## config.mk

```make
export PLATFORM = sky130hd
export DESIGN_NAME = timer_controller
export DESIGN_NICKNAME = d
export VERILOG_FILES = /design/src/rtl/timer_controller.sv
export SDC_FILE = /design/constraint.sdc
export NUM_CORES = 1
export LEC_CHECK = 0
export ABC_AREA = 1
export CAP_MARGIN = 30
export CORE_MARGIN = 1.5
export CORE_UTILIZATION = 44
export CTS_CLUSTER_SIZE = 12
export DETAILED_ROUTE_END_ITERATION = 8
export PLACE_DENSITY = 0.72
export SLEW_MARGIN = 25
export SYNTH_ARGS = -nofsm -noshare
export SYNTH_HDL_FRONTEND = slang
export SYNTH_SLANG_ARGS = --single-unit
```

## constraint.sdc

```tcl
create_clock -name clk -period 1.5 [get_ports clk]
set_input_delay 0.3 -clock clk [delete_from_list [all_inputs] [get_ports clk]]
set_output_delay 0.3 -clock clk [all_outputs]
set_load 0.02 [all_outputs]
```

## src/rtl/timer_controller.sv

```systemverilog
// Microwave timer sequencer: keypad entry buffer, load/run/pause/done FSM,
// 1 Hz-style decrement enable for the BCD counter chain, magnetron and beeper drive.
module timer_controller #(
    parameter int TICK_DIV   = 100,
    parameter int BEEP_TICKS = 3
) (
    input  logic        clk,
    input  logic        clrn,
    input  logic        key_valid,
    input  logic [3:0]  key_digit,
    input  logic        start,
    input  logic        stop_clear,
    input  logic        door_closed,
    input  logic        cnt_zero,
    output logic [15:0] load_data,
    output logic        loadn,
    output logic        cnt_en,
    output logic        mag_on,
    output logic        beep,
    output logic [2:0]  state
);

    localparam int PW = (TICK_DIV > 1) ? $clog2(TICK_DIV) : 1;
    localparam int BW = (BEEP_TICKS > 1) ? $clog2(BEEP_TICKS + 1) : 1;
    localparam logic [PW-1:0] PRESC_MAX = PW'(TICK_DIV - 1);
    localparam logic [BW-1:0] BEEP_LAST = BW'(BEEP_TICKS - 1);

    // Handshake: key_valid/start/stop_clear are single-cycle strobes sampled on
    // the rising edge; no back-pressure, a strobe not acted on is simply lost.
    typedef enum logic [2:0] {
        S_IDLE  = 3'd0,
        S_ENTRY = 3'd1,
        S_LOAD  = 3'd2,
        S_RUN   = 3'd3,
        S_PAUSE = 3'd4,
        S_DONE  = 3'd5
    } state_t;

    state_t          cur, nxt;
    logic [15:0]     buffer, buffer_nxt;
    logic [PW-1:0]   presc, presc_nxt, presc_inc;
    logic [BW-1:0]   beep_cnt, beep_cnt_nxt;
    logic            clr_pend, clr_pend_nxt;
    logic            cnt_en_nxt;
    logic            wrap, key_ok, entry_ok;

    assign wrap      = (presc == PRESC_MAX);
    assign presc_inc = wrap ? '0 : presc + 1'b1;
    assign key_ok    = key_valid && (key_digit <= 4'd9);
    assign entry_ok  = (buffer != 16'h0000) && (buffer[7:4] <= 4'd5);
    assign load_data = buffer;
    assign state     = cur;

    always_comb begin
        nxt          = cur;
        buffer_nxt   = buffer;
        presc_nxt    = presc;
        beep_cnt_nxt = beep_cnt;
        clr_pend_nxt = clr_pend;
        cnt_en_nxt   = 1'b0;
        case (cur)
            S_IDLE: begin
                if (stop_clear) begin
                    buffer_nxt = '0;
                end else if (!start && key_ok) begin
                    buffer_nxt = {buffer[11:0], key_digit};
                    nxt        = S_ENTRY;
                end
            end
            S_ENTRY: begin
                if (stop_clear) begin
                    buffer_nxt = '0;
                    nxt        = S_IDLE;
                end else if (start) begin
                    if (entry_ok) begin
                        clr_pend_nxt = 1'b0;
                        nxt          = S_LOAD;
                    end
                end else if (key_ok) begin
                    buffer_nxt = {buffer[11:0], key_digit};
                end
            end
            S_LOAD: begin
                // Shared by normal loads and the pause-clear, which loads zero.
                presc_nxt    = '0;
                clr_pend_nxt = 1'b0;
                nxt          = clr_pend ? S_IDLE : S_RUN;
            end
            S_RUN: begin
                if (!door_closed || stop_clear) begin
                    nxt = S_PAUSE;
                end else if (cnt_zero) begin
                    presc_nxt    = '0;
                    beep_cnt_nxt = '0;
                    nxt          = S_DONE;
                end else begin
                    presc_nxt  = presc_inc;
                    cnt_en_nxt = wrap;
                end
            end
            S_PAUSE: begin
                if (stop_clear) begin
                    buffer_nxt   = '0;
                    clr_pend_nxt = 1'b1;
                    nxt          = S_LOAD;
                end else if (start && door_closed) begin
                    nxt = S_RUN;
                end
            end
            S_DONE: begin
                if (stop_clear) begin
                    buffer_nxt = '0;
                    nxt        = S_IDLE;
                end else begin
                    presc_nxt = presc_inc;
                    if (wrap) begin
                        if (beep_cnt == BEEP_LAST) begin
                            beep_cnt_nxt = '0;
                            buffer_nxt   = '0;
                            nxt          = S_IDLE;
                        end else begin
                            beep_cnt_nxt = beep_cnt + 1'b1;
                        end
                    end
                end
            end
            default: nxt = S_IDLE;
        endcase
    end

    // Outputs are registered from the next state so they line up with it.
    always_ff @(posedge clk or negedge clrn) begin
        if (!clrn) begin
            cur      <= S_IDLE;
            buffer   <= '0;
            presc    <= '0;
            beep_cnt <= '0;
            clr_pend <= 1'b0;
            loadn    <= 1'b1;
            cnt_en   <= 1'b0;
            mag_on   <= 1'b0;
            beep     <= 1'b0;
        end else begin
            cur      <= nxt;
            buffer   <= buffer_nxt;
            presc    <= presc_nxt;
            beep_cnt <= beep_cnt_nxt;
            clr_pend <= clr_pend_nxt;
            loadn    <= (nxt != S_LOAD);
            cnt_en   <= cnt_en_nxt;
            mag_on   <= (nxt == S_RUN);
            beep     <= (nxt == S_DONE);
        end
    end

endmodule
```

Word-level counts from Yosys, hierarchy flattened
Index checks and enable logic that the tools add are counted.
- flip-flop bits (word level): 33
- input port bits: 11
- output and inout port bits: 23
- $add $sub $neg: 2
- magnitude comparators: 2
- equal/unequal tests: 23
- muxes and demuxes: 43
- reductions and logical operators: 17
- operators with widths (kind ; count):
    $mux W16 ; 9
    $pmux W16 S4 ; 1
    $mux W3 ; 12
    $mux W7 ; 4
    $pmux W7 S3 ; 1
    $pmux W3 S6 ; 1
    $ne A2 B2 Y1 const B ; 8
    $reduce_bool A16 Y1 ; 1
    $ne A3 B3 Y1 const B ; 5
    $mux W2 ; 6
    $reduce_and A5 Y1 ; 2
    $eq A3 B2 Y1 const B ; 3
    $eq A3 B3 Y1 const B ; 3
    $add A7 B1 Y7 const B ; 1
    $eq A7 B7 Y1 const B ; 1
    $mux W1 ; 7
    $reduce_and A7 Y1 ; 1
    $reduce_bool A3 Y1 ; 2
    $le A4 B3 Y1 const B ; 1
    $le A4 B4 Y1 const B ; 1
    $logic_and A1 B1 Y1 ; 4
    $pmux W2 S2 ; 1
    $reduce_bool A4 Y1 ; 1
    $eq A3 B1 Y1 const B ; 1
    9 further kinds ; 10

Logic depth before layout (Yosys ltp)
- word-level depth: 7
- mapped depth: 11
- gate-level depth less buffers: 11

Worst setup path after synthesis
Ideal clock, no wire load.
- kind: register -> register
- start point: register cur[1] (netlist: state[1])
- end point: register buffer[6] (netlist: load_data[6])
- setup time: 117 ps
- data arrival time: 1500 ps
- data required time: 1383 ps
- setup slack: -117 ps
- stages on the path, launching flop included: 11
- clock period less this slack: 1617 ps
- path through: dfrtp_1 inv_2 nand2_1 nor2_2 nand2_4 nand2_2 a21oi_4 nand3_4 buf_6 nand2_1 nand2_1
- longest elaborated chain between the ends: 3
- RTL lines (item ; line ; RTL):
    start, declared ; 39 ; state_t cur, nxt;
    start signal, assigned ; 144 ; cur <= nxt;
    $eq A3 B3 Y1, or another cell as far along ; 61 ; case (cur)
    $ne A3 B3 Y1 (no line), or another cell as far along ; n/a ;
    $reduce_and A7 Y1 (no line) ; n/a ;
    end signal, assigned ; 145 ; buffer <= buffer_nxt;
    end, declared ; 40 ; logic [15:0] buffer, buffer_nxt;
Several ways; a longest one is shown, not always the timed one.
A chain may end at the register's enable or synchronous reset.

Final worst setup path
- start point: register presc[4]
- end point: register buffer[2] (netlist: load_data[2])
- longest elaborated chain between the ends: 3
- RTL lines (item ; line ; RTL):
    start, declared ; 41 ; logic [PW-1:0] presc, presc_nxt, presc_inc;
    start signal, assigned ; 146 ; presc <= presc_nxt;
    $eq A7 B7 Y1 ; 47 ; assign wrap = (presc == PRESC_MAX);
    $ne A3 B3 Y1 (no line) ; n/a ;
    $reduce_and A7 Y1 (no line) ; n/a ;
No other way between the ends.

==> metrics.cfg <==
[status]
violations=setup timing
outcome=finished with violations

[pwr]
ir_worst_vdd_mv=1.10
power_density_nw_per_um2=1490
leakage_nw=1.71
p_total_w=0.00488

[clocking]
cts_inserted_buffers=5
clk_path_buf_depth=2
root_buffer=clkbuf_8
ctsHtreeMaxLevel=2
clock_latency_ns=0.30
path_clk_slew_ns=0.07
cts_sinks=33
cts_tree=done

[global_route]
grt_pass1_vias=2100
track_usage=0.250
grt_max_degree=21
grt_antenna_before_repair=0
grt_pass1_wl_mm=9.55
overflow=0

[sta]
slew_headroom=0.793
fin_crit_sh=1.17
slew_viol_final=0
layout_min_cycle_time_ns=1.75
finalWorstSetupSlack_ns=-0.253
finalClockSkew_ns=0.0107
hold_slack_ns=0.338
worst_pin_slew_ns=0.308
rsz0062_at_grt=yes
fmax_ghz=0.570
hold_violations=0
setup_viol=30

[synth]
netlist_area_sq_um=1920
ys_warn_count=0
ys_seq_area_frac=0.431
synth_cells=266
synthTopCellsByArea=dfrtp_1 42%, nand2_1 17%, nor2_1 7.2%
ys_ff_latch=33
syn_area_per_cell_sq_um=7.21
syn_nets=278
yosysTopAreaCell=dfrtp_1
synthDistinctLibCells=32
synth_top_area_frac=0.417

[die]
die-area_sq_um=4760
die_x_um=69.0
die_h_um=69.0
rows=23
core_sq_um=4090
io_pins=34
start_util=0.469

[critical_path]
path_max_fanout=6
worstSetupStartpointType=flop
endpoint_kind=flop
crit_arrival_ns=1.99
cp.required_ns=1.74
crit_type=flop to flop

[final_layout]
drive_above_1_share=0.382
final_core_util=0.801
diodes=0
layout_commonest_cell=nand2_1
fillers=226
final_cell_mix=73 x nand2_1, 52 x buf_4, 31 x nor2_1, 29 x dfrtp_1, 22 x dlygate4sd2_1
area_growth_pct=70.6
nets=383
fin_cells=422

[place]
dpl.hpwl_mm=3.61
numPlacedInstances=387
gp_congestion=0.858
port_buffers=33
dpl_worst_slack_ns=-0.286

[routing]
wl_per_cell_um=17.9
drc=0
drt_iter0_markers=351
vias=2462
vias_per_cell=5.83
drt_pass1_iterations=6
routed_wl_mm=7.57
drtAntennaViolNets=0

[flow_run]
maxCapViolations=0

[worst_hold_path]
hold_class=input pin to asynchronous set/reset pin

per-layer routing:
layer	GRT usage	routed length, um	up-vias
li1	-	-	1077
met2	0.418	3580	188
met1	0.310	2810	1133
met3	0.0629	692	64
met4	0.0937	480	0
met5	0	0	-
registers in the layout (all words and copies together) (netlist names):
name,count
mag_on,1
load_data,16
beep,1
clr_pend,1
loadn,1
presc,7
state,3
beep_cnt,2
cnt_en,1
Yosys cell counts:
cell type / count
a21boi_0: 2
a21oi_1: 3
a21oi_4: 1
and2_1: 2
buf_2: 4
buf_4: 1
buf_6: 1
clkbuf_1: 1
dfrtp_1: 32
dfstp_2: 1
ha_1: 1
inv_1: 25
inv_2: 2
nand2_1: 88
nand2_2: 1
nand2_4: 1
nand3_1: 18
nand3_2: 1
nand3_4: 1
nand4_1: 17
nor2_1: 37
nor2_2: 4
nor3_1: 1
nor3_2: 1
o2111ai_1: 1
o211ai_1: 1
o21ai_0: 13
o21ai_1: 1
o21ai_4: 1
o21bai_1: 1
o22ai_1: 1
xor2_1: 1
worst max-delay path: stages, from the launching register on:
cell and delay [ns]:
dfrtp_1 0.45, nor3_2 0.30, nand2_2 0.15, o21ai_4 0.24, buf_6 0.16, buf_12 0.10, buf_12 0.10, nand4_1 0.12
nand2_1 0.09
through the flow:
| step | TNS (ns) | instance area [sq um] |
|---|---|---|
| 3_3_place_gp | -6.36 | 2650 |
| 5_1_grt | -6.41 | 3270 |
| 2_1_floorplan | -0.454 | 1940 |
| 3_5_place_dp | -7.45 | 2650 |
| 6_report | -4.65 | 3270 |
| 4_1_cts | -1.87 | 2990 |
path summary, 6_finish.rpt:
| path | startpoint | to | slack [ns] | cells past startpoint |
|---|---|---|---|---|
| worst min register to register | load_data[15]$_DFFE_PN0P_ | load_data[15]$_DFFE_PN0P_ | 0.51 | 2 |
| worst max register to register | presc[4]$_DFFE_PN0P_ | load_data[2]$_DFFE_PN0P_ | -0.25 | 8 |
| min in group clk | load_data[15]$_DFFE_PN0P_ | load_data[15]$_DFFE_PN0P_ | 0.51 | 2 |
| max in group asynchronous | clrn | presc[3]$_DFFE_PN0P_ | 0.91 | 2 |
| worst min-delay path | clrn | load_data[5]$_DFFE_PN0P_ | 0.34 | 2 |
| worst max-delay path | presc[4]$_DFFE_PN0P_ | load_data[2]$_DFFE_PN0P_ | -0.25 | 8 |
cells by family (layout without fill, tap and decap cells):
family	Yosys count	count (layout)	synth area share
buffers and inverters	34	139	0.0750
xor gates and xnor gates	1	1	0.00457
adders and majority gates	1	1	0.00652
and+or+nand+nor	172	173	0.398
AOI/OAI and AO/OA	25	25	0.0848
DFF	33	33	0.431
report_power, final:
group	internal (W)	leakage, nW	switching [W]
Sequential	0.00110	0.445	0.000216
Clock	0.000660	0.0681	0.000347
Combinational	0.00104	1.20	0.00152
Total	0.00279	1.71	0.00209
area by class of cell:
class | count | area, sq um | share of cell area
tap | 50 | 62.6 | 0.0191
sequential | 33 | 831 | 0.254
multi-input combinational | 200 | 1180 | 0.361
clock inverter | 3 | 65.1 | 0.0199
clock buffer | 5 | 68.8 | 0.0210
timing repair buffer | 104 | 957 | 0.292
inverter | 27 | 108 | 0.0329
timing repair:
action	CTS	global route
gates resized for setup	46	58
endpoints found under the hold margin	0	0
buffers inserted	12	14
endpoints found under the setup margin	52	35
hold buffers	0	0
pin swaps	26	21
gates cloned	2	0
No activity file was read; power rests on OpenSTA's default activity.
==> edit: new RTL, config.mk and constraints unchanged <==
Set the parameter `TICK_DIV` to 200 (it was 100).
--- a/src/rtl/timer_controller.sv
+++ b/src/rtl/timer_controller.sv
@@ -1,7 +1,7 @@
 // Microwave timer sequencer: keypad entry buffer, load/run/pause/done FSM,
 // 1 Hz-style decrement enable for the BCD counter chain, magnetron and beeper drive.
 module timer_controller #(
-    parameter int TICK_DIV   = 100,
+    parameter int TICK_DIV   = 200,
     parameter int BEEP_TICKS = 3
 ) (
     input  logic        clk,
Function: same outputs for any inputs over 10 cycles, from zero or initial values; that may be too few to reach the edited logic, so the function may still have changed.
==> edit against the original RTL <==
The run still ends with setup timing left. Non-clock buffer count fell by 24. Total power fell by 9.3%. First-iteration DRC count fell by 64%. Clock skew fell by 0.0050 ns. Count of clock-buffer cells in the layout rose by 2. Synthesized area rose by 2.3%. Largest power group unchanged. Critical endpoint is now load_data[0]. Setup slack improved by 0.14 ns. Largest cell class unchanged. Via count fell by 13%. Design area fell by 9.4%. Sequential cell count rose by 1. Core utilization fell by 12 points. Routed wire length fell by 25%.
==> edit: results (changes against the original RTL) <==
- Cells taking the most area after synthesis: dfrtp_1 (42%), nand2_1 (20%), nor2_1 (10%) (was dfrtp_1 (42%), nand2_1 (17%), nor2_1 (7.2%)).
- The combined global-route utilization of all metal layers is 22.3% (was 25.0%).
- The sequential share of the synthesized area is 43.4% (was 43.1%).
- The number of distinct standard cells referenced by the synthesized netlist is 25 (was 32).
- The clock tree skew after final layout is 0.00573 ns (was 0.0107 ns).
- The smallest hold slack came to 0.370 ns (was 0.338 ns).
- The largest fanout of any net on the critical path is 9 (was 6).
- The first-pass GRT wire length is 8.72 mm (was 9.55 mm).
- The total routed wire length on the met1 layer was 2.57 mm (was 2.81 mm).
- The total iterations of the first detailed-routing run is 4 (was 6).
- The average via count per standard cell is 5.05 (was 5.83).
- The share of post-route cells with drive strength above 1 is 28.9% (was 38.2%).
- The xor/xnor cell area share of the yosys netlist is 0% (was 0.457%).
- The met2 track utilization from global routing is 35.0% (was 41.8%).
- The placed instance count is 401 (was 387).
- The cell area after placement was 2580 um^2 (was 2650 um^2).
- The weighted congestion at the end of routability-driven global placement is 0.886 (was 0.858).
- The via total after detailed routing was 2,152 (was 2,462).
- The worst path setup slack after routing is -0.110 ns (was -0.253 ns).
- The complex-gate fraction of the synthesized area is 4.65% (was 8.48%).
- The static power due to leakage is 1.61 nW (was 1.71 nW).
- List of most frequent post-synthesis cells: nand2_1 (105), nor2_1 (54), dfrtp_1 (33) (was nand2_1 (88), nor2_1 (37), dfrtp_1 (32)).
- Violations in the final reports: setup timing (unchanged).
- The via count of the first global-routing pass is 1,919 (was 2,100).
- The peak supply drop is 849 uV (was 1100 uV).
- The first-iteration detailed-routing DRC count is 126 (was 351).
- The final-report setup violation count was 16 (was 30).
- Outcome: finished with violations (unchanged).
- The mean instance size in the synthesized netlist is 6.75 um^2 (was 7.21 um^2).
- The detailed placer's ending HPWL was 3.55 mm (was 3.61 mm).
- The slew at the pin closest to its max-slew limit came to 0.251 ns (was 0.308 ns).
- The number of nets in the layout is 385 (was 383).
## edit: cell types whose count changed in the layout (fill, tap and decap cells not counted), sizes merged, moves of 3 or more
cell	change
nand4	-13
buf	-24
nor3	+3
nor2	+16
nand3	+12
o21ai	-7
nand2	+19
## edit: final cells by class
class | instances | area (um^2)
Multi-Input combinational cell | 226 | 1140
Timing Repair Buffer | 80 | 686
Sequential cell | 34 | 856
Clock buffer | 7 | 76.3
Inverter | 26 | 110
Fill cell | 343 | 1360
Clock inverter | 1 | 30.0
Tap cell | 52 | 65.1
## edit: power breakdown
group / leakage (nW) / switching, mW / internal, mW
sequential: 0.457 / 0.244 / 1.13
combinational: 1.10 / 1.28 / 0.923
clock: 0.0524 / 0.343 / 0.497
## edit: worst register-to-register path: stages (launching register included)
cell and delay (ns):
dfrtp_1 0.36, ha_2 0.20, nand2_2 0.08, nor2_4 0.12, nand3_2 0.09, nand2_2 0.11, clkinv_4 0.06, nor2_4 0.11
buf_6 0.13, buf_6 0.13, nand3_1 0.08, nand2_1 0.08
## edit: final timing paths
kind                       startpoint            to  depth (start not counted)
setup reg to reg             presc[1]  load_data[0]                         11
hold / removal                   clrn   beep_cnt[1]                          2
min in group clk             clr_pend      clr_pend                          2
max in group asynchronous        clrn         loadn                          2
hold reg to reg              clr_pend      clr_pend                          2
setup / recovery             presc[1]  load_data[0]                         11
## edit: stage by stage
| step | setup slack [ns] | setup TNS [ns] |
|---|---|---|
| detailed placement | -0.280 | -6.68 |
| CTS | -0.0601 | -0.733 |
| global placement | -0.248 | -6.22 |
| finish | -0.110 | -1.36 |
| floorplan | -0.0626 | -0.620 |
| global route | -0.207 | -3.92 |
## edit: timing repair
item,CTS,global route
gates resized for setup,31,48
setup endpoints to repair,43,31
gates cloned,0,2
pin swaps,1,9
buffers inserted,0,15
